==> src/rtl/division_sign_restore_if.sv <==
// Handshake and data bundle between the division datapath and the sign-restore stage.
// master drives request/magnitudes/signs; slave (the restore block) returns signed results.
interface division_sign_restore_if;
  logic       restore_sel;
  logic [3:0] quotient_mag;
  logic [3:0] remainder_mag;
  logic       first_neg;
  logic       second_neg;
  logic [3:0] quotient;
  logic [3:0] remainder;
  logic       overflow;
  logic       restore_finish;

  modport master (
    output restore_sel, quotient_mag, remainder_mag, first_neg, second_neg,
    input  quotient, remainder, overflow, restore_finish
  );

  modport slave (
    input  restore_sel, quotient_mag, remainder_mag, first_neg, second_neg,
    output quotient, remainder, overflow, restore_finish
  );
endinterface

==> src/rtl/division_sign_restore.sv <==
// Bit-serial LSB-first negation of quotient/remainder magnitudes; results valid 4 edges after capture,
// finish held until restore_sel drops. DIVISION_SIGN_RESTORE_SAT_EN saturates a +8 quotient to +7.
module division_sign_restore (
  input  logic                   clk,
  input  logic                   rst,
  division_sign_restore_if.slave bus
);

  typedef enum logic [1:0] {IDLE, CONV, DONE} state_e;

  state_e     state_q, state_d;
  logic [1:0] cnt_q, cnt_d;
  logic [3:0] q_mag_q, q_mag_d, r_mag_q, r_mag_d;
  logic [3:0] q_acc_q, q_acc_d, r_acc_q, r_acc_d;
  logic       q_neg_q, q_neg_d, r_neg_q, r_neg_d;
  logic       q_carry_q, q_carry_d, r_carry_q, r_carry_d;
  logic [3:0] quotient_q, quotient_d, remainder_q, remainder_d;
  logic       finish_q, finish_d;
  logic       q_bit, r_bit;
  logic [3:0] q_raw, r_raw;
`ifdef DIVISION_SIGN_RESTORE_SAT_EN
  logic       overflow_q, overflow_d;
`endif

  // Current serial bit; the accumulators fill from the MSB so bit 3 lands last.
  always_comb begin
    q_bit = q_neg_q ? (~q_mag_q[0] ^ q_carry_q) : q_mag_q[0];
    r_bit = r_neg_q ? (~r_mag_q[0] ^ r_carry_q) : r_mag_q[0];
    q_raw = {q_bit, q_acc_q[3:1]};
    r_raw = {r_bit, r_acc_q[3:1]};
  end

  always_comb begin
    state_d     = state_q;
    cnt_d       = cnt_q;
    q_mag_d     = q_mag_q;
    r_mag_d     = r_mag_q;
    q_acc_d     = q_acc_q;
    r_acc_d     = r_acc_q;
    q_neg_d     = q_neg_q;
    r_neg_d     = r_neg_q;
    q_carry_d   = q_carry_q;
    r_carry_d   = r_carry_q;
    quotient_d  = quotient_q;
    remainder_d = remainder_q;
    finish_d    = finish_q;
`ifdef DIVISION_SIGN_RESTORE_SAT_EN
    overflow_d  = overflow_q;
`endif
    case (state_q)
      IDLE: begin
        if (bus.restore_sel) begin
          state_d   = CONV;
          cnt_d     = 2'd0;
          q_mag_d   = bus.quotient_mag;
          r_mag_d   = bus.remainder_mag;
          q_neg_d   = bus.first_neg ^ bus.second_neg;
          r_neg_d   = bus.first_neg;
          q_carry_d = 1'b1;
          r_carry_d = 1'b1;
        end
      end
      CONV: begin
        q_mag_d   = q_mag_q >> 1;
        r_mag_d   = r_mag_q >> 1;
        q_acc_d   = q_raw;
        r_acc_d   = r_raw;
        q_carry_d = ~q_mag_q[0] & q_carry_q;
        r_carry_d = ~r_mag_q[0] & r_carry_q;
        cnt_d     = cnt_q + 2'd1;
        if (cnt_q == 2'd3) begin
          state_d     = DONE;
          finish_d    = 1'b1;
          remainder_d = r_raw;
`ifdef DIVISION_SIGN_RESTORE_SAT_EN
          // Only a positive magnitude of 8 serialises to 4'b1000; negative 8 is the valid -8.
          if (!q_neg_q && q_raw == 4'b1000) begin
            quotient_d = 4'b0111;
            overflow_d = 1'b1;
          end else begin
            quotient_d = q_raw;
            overflow_d = 1'b0;
          end
`else
          quotient_d  = q_raw;
`endif
        end
      end
      DONE: begin
        if (!bus.restore_sel) begin
          state_d  = IDLE;
          finish_d = 1'b0;
        end
      end
      default: state_d = IDLE;
    endcase
  end

  always_ff @(posedge clk) begin
    if (rst) begin
      state_q     <= IDLE;
      cnt_q       <= 2'd0;
      q_mag_q     <= 4'd0;
      r_mag_q     <= 4'd0;
      q_acc_q     <= 4'd0;
      r_acc_q     <= 4'd0;
      q_neg_q     <= 1'b0;
      r_neg_q     <= 1'b0;
      q_carry_q   <= 1'b0;
      r_carry_q   <= 1'b0;
      quotient_q  <= 4'd0;
      remainder_q <= 4'd0;
      finish_q    <= 1'b0;
`ifdef DIVISION_SIGN_RESTORE_SAT_EN
      overflow_q  <= 1'b0;
`endif
    end else begin
      state_q     <= state_d;
      cnt_q       <= cnt_d;
      q_mag_q     <= q_mag_d;
      r_mag_q     <= r_mag_d;
      q_acc_q     <= q_acc_d;
      r_acc_q     <= r_acc_d;
      q_neg_q     <= q_neg_d;
      r_neg_q     <= r_neg_d;
      q_carry_q   <= q_carry_d;
      r_carry_q   <= r_carry_d;
      quotient_q  <= quotient_d;
      remainder_q <= remainder_d;
      finish_q    <= finish_d;
`ifdef DIVISION_SIGN_RESTORE_SAT_EN
      overflow_q  <= overflow_d;
`endif
    end
  end

  assign bus.quotient       = quotient_q;
  assign bus.remainder      = remainder_q;
  assign bus.restore_finish = finish_q;
`ifdef DIVISION_SIGN_RESTORE_SAT_EN
  assign bus.overflow       = overflow_q;
`else
  assign bus.overflow       = 1'b0;
`endif

endmodule

==> src/flat_wrapper.sv <==
// flat-port wrapper written by rule: the top's interface ports become plain ports
module division_sign_restore_flat 
  (clk, rst, bus_restore_sel, bus_quotient_mag, bus_remainder_mag, bus_first_neg, bus_second_neg, bus_quotient, bus_remainder, bus_overflow, bus_restore_finish);
  division_sign_restore_if bus_i ();
  input  logic clk;
  input  logic rst;
  input wire logic [$bits(bus_i.restore_sel)-1:0] bus_restore_sel;
  input wire logic [$bits(bus_i.quotient_mag)-1:0] bus_quotient_mag;
  input wire logic [$bits(bus_i.remainder_mag)-1:0] bus_remainder_mag;
  input wire logic [$bits(bus_i.first_neg)-1:0] bus_first_neg;
  input wire logic [$bits(bus_i.second_neg)-1:0] bus_second_neg;
  output wire logic [$bits(bus_i.quotient)-1:0] bus_quotient;
  output wire logic [$bits(bus_i.remainder)-1:0] bus_remainder;
  output wire logic [$bits(bus_i.overflow)-1:0] bus_overflow;
  output wire logic [$bits(bus_i.restore_finish)-1:0] bus_restore_finish;
  assign bus_i.restore_sel = bus_restore_sel;
  assign bus_i.quotient_mag = bus_quotient_mag;
  assign bus_i.remainder_mag = bus_remainder_mag;
  assign bus_i.first_neg = bus_first_neg;
  assign bus_i.second_neg = bus_second_neg;
  assign bus_quotient = bus_i.quotient;
  assign bus_remainder = bus_i.remainder;
  assign bus_overflow = bus_i.overflow;
  assign bus_restore_finish = bus_i.restore_finish;
  division_sign_restore u_core (.clk(clk), .rst(rst), .bus(bus_i));
endmodule
==> config.mk <==
export PLATFORM = sky130hd
export DESIGN_NAME = division_sign_restore_flat
export DESIGN_NICKNAME = d
export VERILOG_FILES = /design/src/rtl/division_sign_restore_if.sv /design/src/rtl/division_sign_restore.sv /design/src/flat_wrapper.sv
export SDC_FILE = /design/constraint.sdc
export NUM_CORES = 1
export LEC_CHECK = 0
export CORE_ASPECT_RATIO = 0.9
export CORE_MARGIN = 3
export CORE_UTILIZATION = 55
export CTS_BUF_LIST = sky130_fd_sc_hd__clkbuf_8 sky130_fd_sc_hd__clkbuf_16
export DETAILED_ROUTE_END_ITERATION = 10
export PLACE_DENSITY = 0.83
export SYNTH_ARGS = -nofsm -noshare
export SYNTH_HDL_FRONTEND = slang
export SYNTH_SLANG_ARGS = --single-unit
==> constraint.sdc <==
create_clock -name clk -period 1.7 [get_ports clk]
set_input_delay 0.255 -clock clk [delete_from_list [all_inputs] [get_ports clk]]
set_output_delay 0.255 -clock clk [all_outputs]
set_load 0.02 [all_outputs]
==> results.py <==
metrics = {
    "clocking": {
        "cts_tree": "yes",
        "cts.clk_slew.worst_paths_ps": 60,
        "h-tree-depth": 2,
        "post_cts_buffers": 0,
        "cts_num_sinks": 31,
        "cts_buffers": 5,
        "cts_resized": 0,
        "clock_path_buffers": 2,
        "worstSkewPairLatency_ps": 280,
        "cts_root_buf": "clkbuf_8",
        "postCtsHoldBufs": 0,
    },
    "placed_design": {
        "portBuffers": 21,
        "dpl.hpwl_microns": 1766,
        "placed_area_sq_mm": 0.001509,
        "routabilityCongestion": 0.7731,
        "place_inst": 181,
    },
    "power_and_ir_drop": {
        "seqPwrFrac_pct": 50.2,
        "power_density_mw_per_mm2": 976.7,
        "p_leak_nw": 0.5990,
        "internal_power_mw": 1.210,
        "comb_power_share_pct": 10.8,
        "clkPwrFrac_pct": 39.0,
        "ir_drop_mv": 0.9004,
        "swShare_pct": 23.01,
        "p_sw_mw": 0.3616,
    },
    "flow_run": {
        "drv_cap": 0,
    },
    "worst_setup_path": {
        "cpMaxStageDelayCell": "clkdlybuf4s50_1",
        "path_buf_inv": 1,
        "path_class": "register to output port",
        "cp.required_ps": 1440,
        "end_kind": "output port",
        "cp_top_family": "buffers and inverters",
        "cpPeakStageDelay_ps": 630,
        "crit_arrival_ps": 1250,
        "crit_chain": "clkdlybuf4s50_1",
        "crit_fanout": 2,
        "crit_path_start_kind": "register",
    },
    "route": {
        "drc_errors": 0,
        "wl_met2_microns": 1238,
        "ant_nets": 0,
        "dr.pass1.iters": 4,
        "drt_iter0_drc": 30,
        "wl_microns": 2556,
        "route.met3.wl_microns": 126,
        "wl_met1_microns": 1160,
        "routed.top_layer": "met4",
        "wire_per_inst_microns": 13.52,
        "routed_via_density": 5.418,
        "vias": 1024,
    },
    "global_routing": {
        "grt_max_degree": 32,
        "antenna_found_initial": 0,
        "track_usage_pct": 20.07,
        "overflow": 0,
        "grt_pass1_wl_microns": 4485,
        "grt_pass1_vias": 997,
    },
    "sta": {
        "max_freq_ghz": 0.6630,
        "setup_violations": 0,
        "tns_ps": 0,
        "rsz0062_at_grt": "no",
        "period_share_pct": 88.72,
        "maxSlewViolCount": 0,
        "skew_ps": 3.166,
        "fin_crit_ps": 1508,
        "hold_viol_final": 0,
    },
    "die": {
        "die_h_microns": 52.57,
        "dieArea_sq_mm": 0.003035,
        "start_util_pct": 59.63,
        "core-area_sq_mm": 0.002222,
        "ioPinCount": 23,
        "die_w_microns": 57.74,
        "num_rows": 16,
    },
    "logic_synthesis": {
        "synthTopCellsByArea": "dfxtp_1 (47%), mux2i_1 (8.3%), nand2_1 (5.7%)",
        "syn_inst": 140,
        "synthFlopType": "dfxtp_1",
        "synth_seq_cells": 31,
        "ys_warn_count": 0,
        "synth_area_per_cell_sq_um": 9.464,
        "synth_commonest_cells": "dfxtp_1 (31), nand2_1 (20), nor2_1 (19)",
        "synth_top_area_cell": "dfxtp_1",
        "netlist.area_leader.share_pct": 46.84,
        "synth_area_sq_mm": 0.001325,
        "synth_edf_count": 0,
        "yosysSeqAreaShare_pct": 46.84,
        "synth.most_common_cell": "dfxtp_1",
        "async_flop_share_pct": 0,
        "synth_fp_nets": 156,
        "ys_types": 27,
    },
    "final_layout": {
        "diodes": 0,
        "final_core_util_pct": 72.41,
        "drive_above_1_share_pct": 11.11,
        "num-fill-cells": 175,
        "area.growth.synth_to_final_pct": 21.44,
        "instances_no_fill": 189,
        "nets": 177,
        "design_area_sq_mm": 0.001609,
    },
    "hold_path": {
        "hp-class": "register to register",
    },
    "outcome": {
        "status": "complete, no violations",
    },
}
## sequential cells by signal (all words and copies together) (netlist names), 2 cells and up
register and count:
u_core.bus.quotient 4, u_core.bus.remainder 4, u_core.q_mag_q 4, u_core.r_mag_q 4, u_core.q_acc_q 3, u_core.r_acc_q 3, u_core.cnt_q 2, u_core.state_q 2
## final cells by class
class,instances,area (sq um),share of cell area (%)
Sequential cell,31,620.6,38.57
Multi-Input combinational cell,96,610.6,37.95
Timing Repair Buffer,24,232.7,14.46
Clock buffer,7,96.34,5.988
Tap cell,27,33.78,2.100
Inverter,3,11.26,0.6998
Clock inverter,1,3.754,0.2333
## cells by family after synthesis
kind of cell	after synthesis	share of synthesized area (%)
fa+ha+maj	3	2.833
other cells	1	0.2830
xor+xnor	1	0.6611
compound gates	30	16.71
buf+inv	13	7.081
simple gates	50	17.28
mux	11	8.310
flops	31	46.84
## layer usage
layer,up-vias,track usage [%]
met5,-,0
met3,5,8.128
met4,0,6.950
li1,514,-
met1,486,23.59
met2,19,33.08
## stage by stage
stage / total power, mW / hold WS, ps / setup slack (ps)
2_1_floorplan: 0.9244 / 334.3 / 587.2
3_3_place_gp: 0.9640 / 445.6 / 185.3
3_5_place_dp: 0.9740 / 447.7 / 137.2
4_1_cts: 1.579 / 459.0 / 185.4
5_1_grt: 1.635 / 491.4 / 172.6
6_report: 1.571 / 456.1 / 191.7
## layout by cell type (no fill, tap or decap), types with 4 or more instances in the layout
| master | count |
|---|---|
| nor2_1 | 19 |
| a211oi_2 | 4 |
| a211oi_1 | 7 |
| mux2i_1 | 11 |
| clkdlybuf4s50_1 | 21 |
| inv_1 | 4 |
| a21oi_1 | 12 |
| nand2_1 | 20 |
| dfxtp_1 | 31 |
| clkbuf_8 | 7 |
## worst paths after layout
kind | start | endpoint | slack (ps) | depth (start not counted)
setup / recovery | u_core.bus.remainder[1]$_SDFFE_PP0P_ | bus_remainder[1] | 190 | 1
hold / removal | u_core.bus.quotient[1]$_SDFFE_PP0P_ | u_core.bus.quotient[1]$_SDFFE_PP0P_ | 460 | 2
setup reg to reg | u_core.state_q[0]$_SDFFE_PP0P_ | u_core.bus.remainder[3]$_SDFFE_PP0P_ | 330 | 3
hold reg to reg | u_core.bus.quotient[1]$_SDFFE_PP0P_ | u_core.bus.quotient[1]$_SDFFE_PP0P_ | 460 | 2
## power by group through the flow
stage	clock, mW	combinational, mW	sequential, mW
4_1_cts	0.620	0.171	0.789
6_report	0.613	0.170	0.789
3_5_place_dp	0	0.170	0.804
5_1_grt	0.648	0.192	0.795
2_1_floorplan	0	0.130	0.795
3_3_place_gp	0	0.162	0.802
## tightest hold or removal path: cells and delay by family (launching register included)
kind | cells | cell delay, ps
simple gates | 1 | 50
compound gates | 1 | 50
flops | 1 | 310
No activity file was read; power rests on OpenSTA's default activity.
